==> src/rtl/csr_bank_pkg.sv <==
// csr_bank_pkg
// Shared definitions for the machine-mode CSR bank:
//   - csr_ops      : read-modify-write operation encoding driven by the csri unit
//   - CSR_*        : 12-bit CSR addresses handled by csr_bank
//   - MCI_*_BIT    : implemented bit positions inside mcountinhibit
//   - csr_apply_op : computes the value a CSR takes after an operation
package csr_bank_pkg;

   typedef enum logic [1:0] {
      CSR_OP_NONE  = 2'd0,   // read only
      CSR_OP_WRITE = 2'd1,
      CSR_OP_SET   = 2'd2,
      CSR_OP_CLEAR = 2'd3
   } csr_ops;

   typedef logic [11:0] csr_addr_t;

   localparam csr_addr_t CSR_MCYCLE        = 12'hB00;
   localparam csr_addr_t CSR_MCYCLEH       = 12'hB80;
   localparam csr_addr_t CSR_MINSTRET      = 12'hB02;
   localparam csr_addr_t CSR_MINSTRETH     = 12'hB82;
   localparam csr_addr_t CSR_MCOUNTINHIBIT = 12'h320;
   localparam csr_addr_t CSR_CYCLE         = 12'hC00;
   localparam csr_addr_t CSR_CYCLEH        = 12'hC80;
   localparam csr_addr_t CSR_INSTRET       = 12'hC02;
   localparam csr_addr_t CSR_INSTRETH      = 12'hC82;
   localparam csr_addr_t CSR_SCRATCH_BASE  = 12'h7C0;

   localparam int MCI_CY_BIT = 0;
   localparam int MCI_IR_BIT = 2;

   // New CSR value for a given op; CSR_OP_NONE leaves the value as it was.
   function automatic logic [31:0] csr_apply_op(input csr_ops      op,
                                                input logic [31:0] old_val,
                                                input logic [31:0] wdata);
      logic [31:0] res;
      case (op)
         CSR_OP_WRITE: res = wdata;
         CSR_OP_SET:   res = old_val | wdata;
         CSR_OP_CLEAR: res = old_val & ~wdata;
         default:      res = old_val;
      endcase
      return res;
   endfunction

endpackage

==> src/rtl/csr_bank_if.sv <==
// csr_bank_if
// Request/response bundle between the csri unit (master) and csr_bank (slave).
//   csr_valid_i   request strobe, always accepted
//   csr_op_i      csr_ops operation
//   csr_addr_i    12-bit CSR address
//   csr_wdata_i   32-bit operand
//   csr_rvalid_o  response valid, one cycle after the request
//   csr_rdata_o   old CSR value (0 when illegal)
//   csr_illegal_o access illegal, qualified by csr_rvalid_o
interface csr_bank_if;
   import csr_bank_pkg::*;

   logic        csr_valid_i;
   csr_ops      csr_op_i;
   logic [11:0] csr_addr_i;
   logic [31:0] csr_wdata_i;
   logic        csr_rvalid_o;
   logic [31:0] csr_rdata_o;
   logic        csr_illegal_o;

   modport master (
      output csr_valid_i, csr_op_i, csr_addr_i, csr_wdata_i,
      input  csr_rvalid_o, csr_rdata_o, csr_illegal_o
   );

   modport slave (
      input  csr_valid_i, csr_op_i, csr_addr_i, csr_wdata_i,
      output csr_rvalid_o, csr_rdata_o, csr_illegal_o
   );
endinterface

==> src/rtl/csr_counter.sv <==
// csr_counter
// CNT_WIDTH-bit free-running counter with 32-bit half writes.
//   clk, reset_n  clock / asynchronous active-low reset
//   inc_en        count up by one this cycle
//   wr_lo, wr_hi  replace bits [31:0] / [CNT_WIDTH-1:32] with wdata
//   wdata         write data; bits above CNT_WIDTH-32 of a high write are dropped
//   value         current count
// Any write in a cycle suppresses that cycle's increment, even when only the
// other half is written.
module csr_counter #(
   parameter int CNT_WIDTH = 64
) (
   input  logic                 clk,
   input  logic                 reset_n,
   input  logic                 inc_en,
   input  logic                 wr_lo,
   input  logic                 wr_hi,
   input  logic [31:0]          wdata,
   output logic [CNT_WIDTH-1:0] value
);

   logic [CNT_WIDTH-1:0] cnt_reg;
   logic [CNT_WIDTH-1:0] cnt_next;

   always_comb begin
      cnt_next = cnt_reg;
      if (wr_lo || wr_hi) begin
         if (wr_lo) cnt_next[31:0] = wdata;
         if (wr_hi) cnt_next[CNT_WIDTH-1:32] = wdata[CNT_WIDTH-33:0];
      end else if (inc_en) begin
         cnt_next = cnt_reg + 1'b1;   // wraps modulo 2^CNT_WIDTH
      end
   end

   always_ff @(posedge clk or negedge reset_n) begin
      if (!reset_n) cnt_reg <= '0;
      else          cnt_reg <= cnt_next;
   end

   assign value = cnt_reg;

endmodule

==> src/rtl/csr_bank.sv <==
// csr_bank
// Machine-mode CSR bank: mcycle/minstret counters with user read-only shadows,
// mcountinhibit and NUM_SCRATCH scratch registers at 0x7C0.
//   clk, reset_n  clock / asynchronous active-low reset
//   instret_i     one-cycle pulse per retired instruction
//   bus           csr_bank_if.slave request/response port
// Responses are registered: old value and illegal flag appear the cycle after
// the request. Illegal accesses change no state and return 0.
// Optional feature macro: CSR_BANK_INSTRET_EN (implements minstret/instret;
// when undefined those addresses read 0, writes are discarded and instret_i
// is ignored).
module csr_bank
   import csr_bank_pkg::*;
#(
   parameter int NUM_SCRATCH = 4,
   parameter int CNT_WIDTH   = 64
) (
   input  logic       clk,
   input  logic       reset_n,
   input  logic       instret_i,
   csr_bank_if.slave  bus
);

   logic [CNT_WIDTH-1:0] mcycle_val;
   logic [63:0]          mcycle_ext;
   logic [63:0]          minstret_ext;
   logic                 mci_cy_reg;
   logic [31:0]          mci_read;
   logic [31:0]          scratch_reg [NUM_SCRATCH];
   logic [31:0]          scratch_rd;
   logic [3:0]           scratch_idx;
   logic                 scratch_hit;
   logic [NUM_SCRATCH-1:0] wr_scratch;

   logic                 mapped;
   logic                 read_only;
   logic                 legal;
   logic                 do_write;
   logic [31:0]          old_val;
   logic [31:0]          new_val;
   logic                 wr_mcycle_lo;
   logic                 wr_mcycle_hi;
   logic                 wr_mci;

   logic                 rvalid_reg;
   logic [31:0]          rdata_reg;
   logic                 illegal_reg;

   // ---------------------------------------------------------------- decode
   assign scratch_idx = bus.csr_addr_i[3:0];
   assign scratch_hit = (bus.csr_addr_i[11:4] == CSR_SCRATCH_BASE[11:4]) &&
                        ({28'd0, scratch_idx} < 32'(NUM_SCRATCH));

   // Explicit mux keeps the read index inside the implemented range.
   always_comb begin
      scratch_rd = '0;
      for (int i = 0; i < NUM_SCRATCH; i++) begin
         if (scratch_idx == i[3:0]) scratch_rd = scratch_reg[i];
      end
   end

   // High halves read zero-extended from CNT_WIDTH.
   assign mcycle_ext = 64'(mcycle_val);

   always_comb begin
      mapped    = 1'b1;
      read_only = 1'b0;
      old_val   = '0;
      case (bus.csr_addr_i)
         CSR_MCYCLE:        old_val = mcycle_ext[31:0];
         CSR_MCYCLEH:       old_val = mcycle_ext[63:32];
         CSR_MINSTRET:      old_val = minstret_ext[31:0];
         CSR_MINSTRETH:     old_val = minstret_ext[63:32];
         CSR_MCOUNTINHIBIT: old_val = mci_read;
         CSR_CYCLE: begin
            read_only = 1'b1;
            old_val   = mcycle_ext[31:0];
         end
         CSR_CYCLEH: begin
            read_only = 1'b1;
            old_val   = mcycle_ext[63:32];
         end
         CSR_INSTRET: begin
            read_only = 1'b1;
            old_val   = minstret_ext[31:0];
         end
         CSR_INSTRETH: begin
            read_only = 1'b1;
            old_val   = minstret_ext[63:32];
         end
         default: begin
            if (scratch_hit) old_val = scratch_rd;
            else             mapped  = 1'b0;
         end
      endcase
   end

   // Set/clear of a read-only CSR with a zero mask is a plain read.
   always_comb begin
      legal = mapped;
      if (read_only) begin
         if (bus.csr_op_i == CSR_OP_WRITE) legal = 1'b0;
         if ((bus.csr_op_i == CSR_OP_SET || bus.csr_op_i == CSR_OP_CLEAR) &&
             (bus.csr_wdata_i != 32'd0)) legal = 1'b0;
      end
   end

   assign do_write = bus.csr_valid_i && legal && !read_only &&
                     (bus.csr_op_i != CSR_OP_NONE);
   assign new_val  = csr_apply_op(bus.csr_op_i, old_val, bus.csr_wdata_i);

   assign wr_mcycle_lo = do_write && (bus.csr_addr_i == CSR_MCYCLE);
   assign wr_mcycle_hi = do_write && (bus.csr_addr_i == CSR_MCYCLEH);
   assign wr_mci       = do_write && (bus.csr_addr_i == CSR_MCOUNTINHIBIT);

   // -------------------------------------------------------------- counters
   csr_counter #(.CNT_WIDTH(CNT_WIDTH)) u_mcycle (
      .clk     (clk),
      .reset_n (reset_n),
      .inc_en  (!mci_cy_reg),
      .wr_lo   (wr_mcycle_lo),
      .wr_hi   (wr_mcycle_hi),
      .wdata   (new_val),
      .value   (mcycle_val)
   );

`ifdef CSR_BANK_INSTRET_EN
   logic [CNT_WIDTH-1:0] minstret_val;
   logic                 mci_ir_reg;
   logic                 wr_minstret_lo;
   logic                 wr_minstret_hi;

   assign wr_minstret_lo = do_write && (bus.csr_addr_i == CSR_MINSTRET);
   assign wr_minstret_hi = do_write && (bus.csr_addr_i == CSR_MINSTRETH);

   csr_counter #(.CNT_WIDTH(CNT_WIDTH)) u_minstret (
      .clk     (clk),
      .reset_n (reset_n),
      .inc_en  (instret_i && !mci_ir_reg),
      .wr_lo   (wr_minstret_lo),
      .wr_hi   (wr_minstret_hi),
      .wdata   (new_val),
      .value   (minstret_val)
   );

   assign minstret_ext = 64'(minstret_val);

   always_ff @(posedge clk or negedge reset_n) begin
      if (!reset_n)    mci_ir_reg <= 1'b0;
      else if (wr_mci) mci_ir_reg <= new_val[MCI_IR_BIT];
   end

   always_comb begin
      mci_read             = '0;
      mci_read[MCI_CY_BIT] = mci_cy_reg;
      mci_read[MCI_IR_BIT] = mci_ir_reg;
   end
`else
   logic instret_unused;

   // No minstret storage in this configuration: reads return 0, writes are discarded.
   assign instret_unused = instret_i;
   assign minstret_ext   = '0;

   always_comb begin
      mci_read             = '0;
      mci_read[MCI_CY_BIT] = mci_cy_reg;
   end
`endif

   always_ff @(posedge clk or negedge reset_n) begin
      if (!reset_n)    mci_cy_reg <= 1'b0;
      else if (wr_mci) mci_cy_reg <= new_val[MCI_CY_BIT];
   end

   // --------------------------------------------------------------- scratch
   for (genvar gi = 0; gi < NUM_SCRATCH; gi++) begin : g_scratch
      assign wr_scratch[gi] = do_write && scratch_hit && (scratch_idx == 4'(gi));

      always_ff @(posedge clk or negedge reset_n) begin
         if (!reset_n)            scratch_reg[gi] <= '0;
         else if (wr_scratch[gi]) scratch_reg[gi] <= new_val;
      end
   end

   // -------------------------------------------------------------- response
   always_ff @(posedge clk or negedge reset_n) begin
      if (!reset_n) begin
         rvalid_reg  <= 1'b0;
         rdata_reg   <= '0;
         illegal_reg <= 1'b0;
      end else begin
         rvalid_reg  <= bus.csr_valid_i;
         rdata_reg   <= (bus.csr_valid_i && legal) ? old_val : 32'd0;
         illegal_reg <= bus.csr_valid_i && !legal;
      end
   end

   assign bus.csr_rvalid_o  = rvalid_reg;
   assign bus.csr_rdata_o   = rdata_reg;
   assign bus.csr_illegal_o = illegal_reg;

endmodule

==> src/flat_wrapper.sv <==
// flat-port wrapper written by rule: the top's interface ports become plain ports
module csr_bank_flat import csr_bank_pkg::*;
#(
   parameter int NUM_SCRATCH = 4,
   parameter int CNT_WIDTH   = 64
)
  (clk, reset_n, instret_i, bus_csr_valid_i, bus_csr_op_i, bus_csr_addr_i, bus_csr_wdata_i, bus_csr_rvalid_o, bus_csr_rdata_o, bus_csr_illegal_o);
  csr_bank_if bus_i ();
  input  logic clk;
  input  logic reset_n;
  input  logic instret_i;
  input wire logic [$bits(bus_i.csr_valid_i)-1:0] bus_csr_valid_i;
  input wire logic [$bits(bus_i.csr_op_i)-1:0] bus_csr_op_i;
  input wire logic [$bits(bus_i.csr_addr_i)-1:0] bus_csr_addr_i;
  input wire logic [$bits(bus_i.csr_wdata_i)-1:0] bus_csr_wdata_i;
  output wire logic [$bits(bus_i.csr_rvalid_o)-1:0] bus_csr_rvalid_o;
  output wire logic [$bits(bus_i.csr_rdata_o)-1:0] bus_csr_rdata_o;
  output wire logic [$bits(bus_i.csr_illegal_o)-1:0] bus_csr_illegal_o;
  assign bus_i.csr_valid_i = bus_csr_valid_i;
  assign bus_i.csr_op_i = bus_csr_op_i;
  assign bus_i.csr_addr_i = bus_csr_addr_i;
  assign bus_i.csr_wdata_i = bus_csr_wdata_i;
  assign bus_csr_rvalid_o = bus_i.csr_rvalid_o;
  assign bus_csr_rdata_o = bus_i.csr_rdata_o;
  assign bus_csr_illegal_o = bus_i.csr_illegal_o;
  csr_bank #(.NUM_SCRATCH(NUM_SCRATCH), .CNT_WIDTH(CNT_WIDTH)) u_core (.clk(clk), .reset_n(reset_n), .instret_i(instret_i), .bus(bus_i));
endmodule
==> config.mk <==
export PLATFORM = sky130hd
export DESIGN_NAME = csr_bank_flat
export DESIGN_NICKNAME = d
export VERILOG_FILES = /design/src/rtl/csr_bank_pkg.sv /design/src/rtl/csr_bank_if.sv /design/src/rtl/csr_counter.sv /design/src/rtl/csr_bank.sv /design/src/flat_wrapper.sv
export SDC_FILE = /design/constraint.sdc
export NUM_CORES = 1
export LEC_CHECK = 0
export ABC_AREA = 1
export ABC_CLOCK_PERIOD_IN_PS = 5200
export BUFFER_PORTS_ARGS = -buffer_cell sky130_fd_sc_hd__buf_2
export CAP_MARGIN = 15
export CORE_UTILIZATION = 29
export CTS_CLUSTER_DIAMETER = 80
export CTS_CLUSTER_SIZE = 30
export DETAILED_ROUTE_END_ITERATION = 8
export GPL_TIMING_DRIVEN = 0
export PLACE_DENSITY = 0.54
export SLEW_MARGIN = 20
export SYNTH_ARGS = -nofsm -noshare
export SYNTH_HDL_FRONTEND = slang
export SYNTH_SLANG_ARGS = --single-unit
==> constraint.sdc <==
create_clock -name clk -period 5.2 [get_ports clk]
set_input_delay 0.26 -clock clk [delete_from_list [all_inputs] [get_ports clk]]
set_output_delay 0.26 -clock clk [all_outputs]
set_load 0.05 [all_outputs]
== After elaboration in Yosys (flattened, before gate mapping) ==
Cells that the tools add are included.
Word-level totals
  logic and storage cells: 80
  flip-flop bits (word level): 227
  input port bits: 50
  output and inout port bits: 34
Operators by class
  reductions and logical operators: 28
  add/sub/neg operators: 1
  eq/ne operators: 19
  multiplexer cells: 18
  bitwise gates (word level): 3
  $lt $le $gt $ge: 1
Operators by type and width (count)
  32-bit two-way mux: 8
  64-bit two-way mux: 2
  32-bit one-hot mux with 4 select lines: 1
  12-bit equality test (second input constant): 8
  32-bit one-hot mux with 3 select lines: 1
  64-bit by 1-bit adder with 64-bit output (second input constant): 1
  32-bit bitwise AND: 1
  32-bit inverter: 1
  32-bit bitwise OR: 1
  32-bit nonzero test: 1
  1-bit logical AND: 14
  12-bit by 10-bit equality test with 1-bit output (second input constant): 1
  9-bit OR reduction: 1
  4-bit by 2-bit equality test with 1-bit output (second input constant): 2
  8-bit by 7-bit equality test with 1-bit output (second input constant): 1
  4-bit OR reduction: 2
  1-bit two-way mux: 6
  2-bit inequality test (second input constant): 3
  2-bit equality test (second input constant): 2
  4-bit by 1-bit equality test with 1-bit output (second input constant): 1
  4-bit logical NOT: 1
  4-bit by 3-bit less-than comparator with 1-bit output (second input constant): 1
  2-bit AND reduction: 2
  2-bit OR reduction: 2
  4 further kinds: 6

== Longest topological paths before layout ==
Gate-level depths: netlist (run 1).
  word-level depth: 14
  gate-level depth with buffers: 17
  depth with buffers taken out: 15

== By module ==
A second synthesis (run 1) with hierarchy kept.
Second synthesis, totals
  cell total of the unflattened synthesis: 2135
  area total of the unflattened synthesis: 14116.0 um^2
By module, submodules not included
  csr_bank: cells each 1321, times used 1, seq. area each 4078.9 um^2, area each 9171.3 um^2
  csr_counter: cells each 814, times used 1, seq. area each 1601.5 um^2, area each 4944.7 um^2

== Worst setup path before layout (run 1) ==
OpenSTA, ideal clock, no wires.
  kind: reg-to-reg
  start point: register u_core.u_mcycle.cnt_reg[2] (netlist: u_core.u_mcycle.value[2])
  end point: register u_core.u_mcycle.cnt_reg[63] (netlist: u_core.u_mcycle.value[63])
  setup slack: 3288 ps
  buffers on the path: 1
  cell stages (with the launch flop): 12
  library setup time: 117 ps
  arrival time: 1795 ps
  clock period less this slack: 1912 ps
  data required time: 5083 ps
  cells stage by stage: dfrtp_1 buf_2 nand3_1 nor3_1 nand2_1 nor2_1 nand4_1 xnor2_1 nand2_1 nand2_1 nand2_1 nand2_1
On the way
  longest elaborated chain between the ends: 3
RTL lines
  start, declared: line csr_counter.sv:22  | logic [CNT_WIDTH-1:0] cnt_reg;
  start signal, assigned: line csr_counter.sv:37  | else cnt_reg <= cnt_next;
  64-bit by 1-bit adder with 64-bit output: line csr_counter.sv:31  | cnt_next = cnt_reg + 1'b1;
  64-bit two-way mux: line csr_counter.sv:30  | end else if (inc_en) begin
  64-bit two-way mux: line csr_counter.sv:27  | if (wr_lo || wr_hi) begin
No other way between the ends. The select of a mux whose other input is x is not followed.
A chain may end at the register's enable or synchronous reset.

== Final worst setup path (run 1) ==
  start point: register u_core.u_mcycle.cnt_reg[0] (netlist: u_core.u_mcycle.value[0])
  end point: register u_core.u_mcycle.cnt_reg[54] (netlist: u_core.u_mcycle.value[54])
The elaborated chain is that of the path after synthesis.

==> flow_metrics.tcl, run 1 <==
set metrics [dict create \
    n_antenna_cell 0 \
    synth.area.top_cells "dfrtp_1, nand2_1, inv_1" \
    syn_area_um2 13600 \
    slowest_delay_ns 0.47 \
    wl_per_cell_um 19.7 \
    cp_common_cell "nand2_1" \
    synth_most_common_cell "nand2_1" \
    yosys.area.top_type "dfrtp_1" \
    worstMarginPinSlew_ns 0.734 \
    clockBufferDepth 3 \
    coreArea_um2 45800 \
    syn_to_final_growth_pct 14.3 \
    fin_area_um2 15500 \
    grt_overflow 0 \
    min_path_cells 3 \
    via_per_inst 4.97 \
    drt_iter0_drc 1398 \
    grt_setup_unrepaired "no" \
    gp_congestion 0.942 \
    clock_latency_ns 0.55 \
    portBuffers 82 \
    synth_nets 2052 \
    nNetsFinal 2159 \
    via_count 13536 \
    die_h_um 218 \
    cp.buffers_inverters 1 \
    grt_pass1_wl_mm 80.6 \
    path_class "flip-flop to flip-flop" \
    path_depth 12 \
    ctsResizeCount 0 \
    min_period_over_period 0.570 \
    outcome "finished clean" \
    holdCritPathClass "input pin to flip-flop" \
    drt-total-wl_mm 53.5 \
    cts_sinks 227 \
    grt_max_degree 95 \
    die_x_um 218 \
    cts_buffers 19 \
    rr_worst_depth 12 \
    die_area_um2 47700 \
    grt_pass1_vias 13169 \
    ys_ff_latch 227 \
    power_uw 3720 \
    synthDistinctLibCells 36 \
    p_switching_uw 1110 \
    placed_cell_area_um2 14800 \
    path_delay_family "simple AND/OR/NAND/NOR gates" \
    cap_violations 0 \
    reg2reg_slack_ns 2.24 \
    synth_top_cell_area_share 0.419 \
    slowest_stage "dfrtp_1" \
    largest_register_ffs 128 \
    cts_tree "done" \
    dr.pass1.iters 7 \
    p_clk_frac 0.440 \
    clk_pin_slew_worst_paths_ns 0.09 \
    async_reset_ff_frac 1.00 \
    worstSetupStartpointType "flip-flop" \
    slew_headroom 0.507 \
    syn_avg_cell_area_um2 6.78 \
    synth_warnings 0 \
    initial_utilization 0.296 \
    cts-root-buf "clkbuf_16" \
    ios 84 \
    critPathArrivalTime_ns 3.44 \
    ctsHtreeMaxLevel 1 \
    worstPathCellList "ha_1 -> inv_1 -> nor3_1 -> nand2_1 -> nor2_1 -> nand4_1 -> nor2_1 -> xor2_1 -> nand2_1 -> nand2_1 -> nand2_1 -> nand2_1" \
    drv_slew 0 \
    seq_area_frac_synth 0.419 \
    setup_viol_count_final 0 \
    ant_nets 0 \
    fmax_mhz 338 \
    antenna_found_initial 1 \
    crit_path_end_kind "flip-flop" \
    internal-power_uw 2610 \
    p_comb_frac 0.077 \
    p_sw_frac 0.299 \
    peakVddDrop_mv 0.191 \
    p_seq_frac 0.483 \
    power_leakage_uw 0.00804 \
    finalClockSkew_ns 0.0267 \
    num_rows 78 \
    synthFlopType "dfrtp_1" \
    hold_viol 0 \
    worstPathRequired_ns 5.68 \
    period_needed_ns 2.96 \
    drc_errors 0 \
    synthCells 2001 \
    nFillCells 4977 \
    p_per_area_nw_per_um2 240 \
    dp_hpwl_mm 42.3 \
    place_ws_ns 2.26 \
    track_usage 0.226 \
    synth-edff-count 0 \
    layout_setup_ws_ns 2.24 \
    layout-drive-gt1-share 0.0882 \
    synth_commonest_cells "nand2_1, dfrtp_1, inv_1" \
    critical_path_peak_fanout 6 \
]
worst paths after layout:
path / from / to
setup / recovery: u_core.u_mcycle.value[0] / u_core.u_mcycle.value[54]
hold / removal: bus_csr_wdata_i[0] / u_core.mci_cy_reg
setup reg to reg: u_core.u_mcycle.value[0] / u_core.u_mcycle.value[54]
hold reg to reg: u_core.scratch_reg[4] / u_core.scratch_reg[4]
max in group asynchronous: reset_n / u_core.bus.csr_rdata_o[30]
min in group asynchronous: reset_n / u_core.scratch_reg[70]
cell usage in the layout (no fill, tap or decap), types with 7 or more instances in the layout:
cell	netlist	final
o211ai_1	10	10
nand3_1	98	98
buf_2	34	115
o21bai_1	30	30
o21ai_0	45	45
xnor2_1	20	20
nor4_1	8	8
xor2_1	41	41
o221ai_1	21	21
nand4_1	34	34
o21ai_1	50	50
inv_1	187	187
o22ai_1	30	30
clkbuf_1	55	56
nor2_1	126	126
nand2_1	903	903
dfrtp_1	227	227
nor3_1	33	33
inv_2	7	7
clkbuf_16	0	19
buf_4	13	13
per-stage QoR:
stage | instances | setup TNS (ns) | utilization | hold WS [ns]
floorplan | 2001 | 0 | - | -0.0356
global placement | 2683 | -58.55 | 0.322 | 0.462
detailed placement | 2685 | 0 | 0.323 | 0.285
CTS | 2721 | 0 | 0.339 | 0.0659
global route | 2721 | 0 | 0.339 | 0.0886
finish | 2721 | 0 | 0.339 | 0.0722
routing by layer:
metal  part of all wire  vias to the layer above  wire length, µm  track usage
met3              0.058                       78             3090       0.0249
met4              0.031                        0             1670       0.0730
met5                  0                        -                0            0
met2               0.47                      459            25300        0.376
met1               0.44                     6517            23400        0.304
li1                   -                     6482                -            -
worst register-to-register path, delay by kind of cell, from the launching register on:
kind                     cells  cell delay (ns)
buffers and inverters        1             0.14
XOR/XNOR                     1             0.17
AND/OR/NAND/NOR              9             1.80
adder cells (fa/ha/maj)      1             0.32
flip-flops                   1             0.47
repair_timing:
item	4_1_cts	5_1_grt
hold buffers	2	0
hold endpoints to repair	73	0
setup buffers	0	0
cell type report:
cell class | instances | area (µm²) | area share
Tap cell | 600 | 751 | 0.0484
Timing Repair Buffer | 86 | 495 | 0.0319
Multi-Input combinational cell | 1476 | 6680 | 0.430
Clock buffer | 20 | 479 | 0.0309
Buffer | 104 | 482 | 0.0310
Sequential cell | 227 | 5680 | 0.366
Clock inverter | 14 | 220 | 0.0142
Inverter | 194 | 728 | 0.0469
power groups by stage:
stage | Combinational, µW | Sequential (µW) | Clock, µW
5_1_grt | 318 | 1800 | 1730
3_3_place_gp | 275 | 1830 | 0
6_report | 288 | 1800 | 1640
4_1_cts | 287 | 1800 | 1670
2_1_floorplan | 134 | 1830 | 0
3_5_place_dp | 284 | 1830 | 0
logic make-up after synthesis:
logic type,synth area share
compound gates,0.0879
buf+inv,0.0892
flops,0.419
xor+xnor,0.0394
simple gates,0.364
fa+ha+maj,0.000922
Power figures use the tool's default switching activity.
==> run 2: changes to the inputs <==
Settings changed: ABC_AREA 1 to 0, ABC_CLOCK_PERIOD_IN_PS 5200 to 2800.
Clock period 5.2 ns to 2.8 ns, I/O delays scaled along.
==> flow_metrics.tcl, run 2 <==
set metrics [dict create \
    dr.pass1.iters 8 \
    final_common_cell "dfrtp_1" \
    yosys.area_share.adder 0.00103 \
    critical_path_peak_fanout 7 \
    die_area_um2 42800 \
    synth_compound_area_frac 0.193 \
    synthDistinctLibCells 70 \
    use_met3 0.0345 \
    synth_top_cell_area_share 0.466 \
    async_reset_ff_frac 1.00 \
    drc_errors 8 \
    slowest_stage "o41a_1" \
    coreArea_um2 41100 \
    holdCritPathClass "input pin to async pin" \
    syn_to_final_growth_pct 14.6 \
    crit_path_end_kind "flip-flop" \
    synthMuxAreaShare 0.0736 \
    slew_headroom 0.229 \
    grt_pass1_wl_mm 70.4 \
    failed_checks "DRC" \
    cts-root-buf "clkbuf_16" \
    hold_viol 0 \
    worstPathCellList "inv_1 -> o41a_1 -> nand3_2 -> nor4_2 -> a311oi_1 -> a211oi_1" \
    via_per_inst 5.67 \
    antenna_found_initial 2 \
    path_class "flip-flop to flip-flop" \
    ios 84 \
    grt_overflow 0 \
    drt_iter0_drc 1224 \
    grt.busiest_layer "met2" \
    largest_register_ffs 128 \
    syn_area_um2 12200 \
    period_needed_ns 2.73 \
    yosys.area.top_type "dfrtp_1" \
    nFillCells 4290 \
    final_core_util 0.340 \
    met1_usage 0.300 \
    slowest_delay_ns 0.59 \
    grt_max_degree 98 \
    gp_congestion 0.925 \
    worstPathRequired_ns 3.20 \
    synth_warnings 0 \
    synth_most_common_cell "dfrtp_1" \
    worstMarginPinSlew_ns 1.15 \
    wl_per_cell_um 24.0 \
    synth.area.top_cells "dfrtp_1, nand2_1, o21ai_0" \
    layout_setup_ws_ns 0.0704 \
    peakVddDrop_mv 0.294 \
    setup_viol_count_final 0 \
    die_x_um 207 \
    via_count 11302 \
    initial_utilization 0.296 \
    synth_commonest_cells "dfrtp_1, nand2_1, o21ai_0" \
    num_rows 74 \
    cts_sinks 227 \
    track_usage 0.224 \
    syn_avg_cell_area_um2 9.05 \
    seq_area_frac_synth 0.466 \
    fin_hold_ws_ns 0.134 \
    path_delay_family "compound AO/OA/AOI/OAI gates" \
    grt_pass1_vias 10843 \
    critPathArrivalTime_ns 3.13 \
    worstSetupStartpointType "flip-flop" \
    synthCells 1346 \
    ctsHtreeMaxLevel 1 \
    synth_xor_area_frac 0.0230 \
    reg2reg_to "u_core.u_mcycle.value[52]" \
    cap_violations 0 \
    ant_nets 0 \
    die_h_um 207 \
    final_cell_mix "dfrtp_1, nand2_1, o21ai_0" \
    power_leakage_uw 0.00588 \
    cts_buffers 15 \
    reg2reg_slack_ns 0.07 \
    cts_tree "done" \
    clk_pin_slew_worst_paths_ns 0.11 \
    min_period_over_period 0.975 \
    place_inst 1959 \
    fmax_mhz 366 \
    clockBufferDepth 3 \
    finalClockSkew_ns 0.0348 \
    clock_latency_ns 0.51 \
    ys_ff_latch 227 \
    layout-drive-gt1-share 0.140 \
    p_per_area_nw_per_um2 484 \
    rr_worst_depth 6 \
    cp.buffers_inverters 1 \
    nNetsFinal 1503 \
    use_met2 0.353 \
    synthSimpleGateAreaFrac 0.202 \
    synthFlopType "dfrtp_1" \
    dp_hpwl_mm 35.6 \
    reg2reg_from "u_core.mci_cy_reg" \
    outcome "finished with violations" \
    drt-total-wl_mm 47.8 \
    synth-edff-count 0 \
    synth_nets 1397 \
    instances_no_fill 1994 \
    portBuffers 79 \
    place_ws_ns -0.416 \
    drv_slew 0 \
    synth_top_family_by_area "simple AND/OR/NAND/NOR gates" \
]
==> run 2: cell types whose count changed in the layout (fill, tap and decap cells not counted), moves of 41 or more <==
| cell | delta |
|---|---|
| nand2_1 | -702 |
| inv_1 | -174 |
| o21ai_0 | +103 |
| a21oi_1 | +89 |
| nand3_1 | -67 |
| mux2i_1 | +57 |
| o21ai_1 | -50 |
| a211oi_1 | +42 |
| xor2_1 | -41 |
==> run 2: what timing repair did <==
action / in CTS / in global routing
endpoints found under the hold margin: 61 / 0
resized for setup: 4 / 19
setup buffers: 2 / 4
setup endpoints to repair: 8 / 19
cloned: 0 / 0
hold buffers: 2 / 0
pin swaps: 0 / 5
==> run 2: layer usage <==
metal | wire length, µm | up-vias
met3 | 3220 | 115
li1 | - | 5069
met2 | 21700 | 492
met4 | 2330 | 0
met1 | 20500 | 5626
met5 | 0 | -
==> run 2: power by group <==
group | leakage, µW | switching (µW) | internal, µW
logic | 0.00263 | 616 | 304
registers | 0.00301 | 89.5 | 3340
clock network | 0.000231 | 1290 | 1120
==> run 2: cell type report <==
| type | instances | area, µm² | area share |
|---|---|---|---|
| Antenna cell | 2 | 5.00 | 0.000358 |
| Clock inverter | 10 | 114 | 0.00815 |
| Timing Repair Buffer | 89 | 526 | 0.0376 |
| Buffer | 100 | 457 | 0.0327 |
| Clock buffer | 15 | 375 | 0.0269 |
| Tap cell | 532 | 666 | 0.0476 |
| Sequential cell | 227 | 5680 | 0.407 |
| Inverter | 13 | 48.8 | 0.00349 |
| Multi-Input combinational cell | 1006 | 6100 | 0.436 |
==> run 2: metrics by stage <==
step           setup TNS, ns  instance area [µm²]  power [µW]
2_1_floorplan              0                12200        3950
3_3_place_gp         -640.35                13200        4350
3_5_place_dp          -27.72                13300        4370
4_1_cts                    0                13900        6770
5_1_grt              -0.0124                14000        6990
6_report                   0                14000        6760
==> run 2: kinds of logic after synthesis <==
family,Yosys count
AO/OA/AOI/OAI,381
buffers and inverters,113
flip-flops,227
AND/OR/NAND/NOR,507
adder cells (fa/ha/maj),1
XOR/XNOR,32
multiplexers,85
==> run 2: how the worst max path moves through the flow <==
stage                     slack (ns)                startpoint                         to  depth (start not counted)
final                           0.07         u_core.mci_cy_reg  u_core.u_mcycle.value[52]                          6
after global routing           -0.01  u_core.u_mcycle.value[1]  u_core.u_mcycle.value[54]                          9
after CTS                       0.01  u_core.u_mcycle.value[4]  u_core.u_mcycle.value[53]                          8
after detailed placement       -0.42         bus_csr_addr_i[7]  u_core.u_mcycle.value[47]                          8
after global placement         -2.56                   reset_n  u_core.bus.csr_rdata_o[1]                          1
after floorplan                 0.36  u_core.u_mcycle.value[0]  u_core.u_mcycle.value[60]                          9
==> run 3: changes to the inputs <==
Settings changed: CTS_BUF_LIST from default to sky130_fd_sc_hd__clkbuf_8.
==> flow_metrics.tcl, run 3 (synthesis gave the netlist of run 2 again) <==
set metrics [dict create \
    power_uw 6240 \
    via_per_inst 5.63 \
    p_sw_frac 0.310 \
    rr_worst_depth 6 \
    worstSetupStartpointType "input pin" \
    power_leakage_uw 0.00576 \
    p_clk_frac 0.302 \
    internal-power_uw 4300 \
    grt_overflow 0 \
    cap_violations 0 \
    period_needed_ns 2.73 \
    clock_latency_ns 0.58 \
    p_per_area_nw_per_um2 453 \
    grt_pass1_wl_mm 70.5 \
    drc_errors 4 \
    fmax_mhz 366 \
    critical_path_peak_fanout 10 \
    layout-drive-gt1-share 0.140 \
    num_rows 74 \
    wl_per_cell_um 23.9 \
    outcome "finished with violations" \
    cp_common_cell "buf_2" \
    largest_register_ffs 128 \
    via_count 11213 \
    dp_hpwl_mm 35.6 \
    peakVddDrop_mv 0.250 \
    critPathArrivalTime_ns 3.13 \
    portBuffers 79 \
    finalClockSkew_ns 0.0678 \
    track_usage 0.224 \
    ios 84 \
    totalNegativeSetupSlack_ns 0 \
    clockBufferDepth 3 \
    cts_tree "done" \
    slowest_delay_ns 0.53 \
    setup_viol_count_final 0 \
    syn_to_final_growth_pct 13.0 \
    clk_pin_slew_worst_paths_ns 0.17 \
    failed_checks "DRC" \
    grt_max_degree 98 \
    fin_hold_ws_ns 0.0530 \
    initial_utilization 0.296 \
    coreArea_um2 41100 \
    ant_nets 0 \
    worstPathRequired_ns 3.19 \
    die_area_um2 42800 \
    place_ws_ns -0.416 \
    worstPathCellList "dlygate4sd3_1 -> buf_2 -> o21ai_0 -> nor4_4 -> buf_2 -> nand2_1 -> buf_1 -> nand3_1 -> o211ai_1" \
    layout_setup_ws_ns 0.0661 \
    dr.pass1.iters 7 \
    ctsHtreeMaxLevel 1 \
    drv_slew 0 \
    drt_iter0_drc 1223 \
    final_cell_mix "dfrtp_1, nand2_1, o21ai_0" \
    cts_sinks 227 \
    holdCritPathClass "input pin to async pin" \
    p_seq_frac 0.551 \
    grt_pass1_vias 10748 \
    p_comb_frac 0.147 \
    die_x_um 207 \
    path_class "input pin to flip-flop" \
    hold_viol 0 \
    nNetsFinal 1503 \
    slowest_stage "dlygate4sd3_1" \
    p_switching_uw 1940 \
    cts_buffers 15 \
    cts-root-buf "clkbuf_8" \
    antenna_found_initial 1 \
    die_h_um 207 \
    final_common_cell "dfrtp_1" \
    crit_path_end_kind "flip-flop" \
    drt-total-wl_mm 47.6 \
    slew_headroom 0.229 \
    min_period_over_period 0.976 \
    worstMarginPinSlew_ns 1.15 \
    gp_congestion 0.925 \
]
[run 3: changes by cell type in the layout (fill, tap and decap cells not counted), sizes merged]
cell | previous run | this run
diode | 2 | 1
[run 3: timing repair]
item	4_1_cts	5_1_grt
hold endpoints to repair	132	0
hold buffers	2	0
buffers inserted	2	4
resized for setup	5	15
setup endpoints to repair	9	18
pin swaps	0	4
[run 3: stage by stage]
stage	utilization	area (µm²)	std cells
detailed placement	0.324	13300	1959
floorplan	-	12200	1346
global route	0.335	13800	1993
global placement	0.322	13200	1957
finish	0.335	13800	1993
CTS	0.333	13700	1988
[run 3: final timing paths]
kind,startpoint,to,slack (ns)
max in group asynchronous,reset_n,u_core.u_mcycle.value[1],1.41
max,bus_csr_valid_i,u_core.u_mcycle.value[48],0.07
min reg2reg,u_core.scratch_reg[112],u_core.scratch_reg[112],0.49
max reg2reg,u_core.mci_cy_reg,u_core.u_mcycle.value[52],0.07
min,reset_n,u_core.scratch_reg[43],0.05
min in group clk,bus_csr_addr_i[0],u_core.scratch_reg[64],0.07
[run 3: per-layer routing]
layer | track usage | share of wire | wire length, µm | up-vias
met2 | 0.357 | 0.45 | 21600 | 437
met5 | 0 | 0 | 0 | -
met4 | 0.0923 | 0.048 | 2280 | 0
li1 | - | - | - | 5060
met3 | 0.0303 | 0.062 | 2930 | 107
met1 | 0.304 | 0.44 | 20700 | 5609
[run 3: power by group through the flow]
stage / sequential (µW) / clock, µW / combinational (µW)
final: 3440 / 1880 / 917
after global routing: 3440 / 2040 / 986
after CTS: 3430 / 1930 / 886
after detailed placement: 3500 / 0 / 871
after global placement: 3490 / 0 / 852
after floorplan: 3470 / 0 / 475
[run 3: critical path: cells and delay by family]
kind,cells,cell delay [ns]
AO/OA/AOI/OAI,2,0.33
AND/OR/NAND/NOR,3,1.05
buffers and inverters,4,1.61
[run 3: area by class of cell]
class                           instances  area [µm²]
Timing Repair Buffer                   89         526
Buffer                                100         458
Tap cell                              532         666
Multi-Input combinational cell       1006        6070
Inverter                               13        48.8
Sequential cell                       227        5680
Clock inverter                         10         114
Fill cell                            4305       27300
Antenna cell                            1        2.50
Clock buffer                           15         206
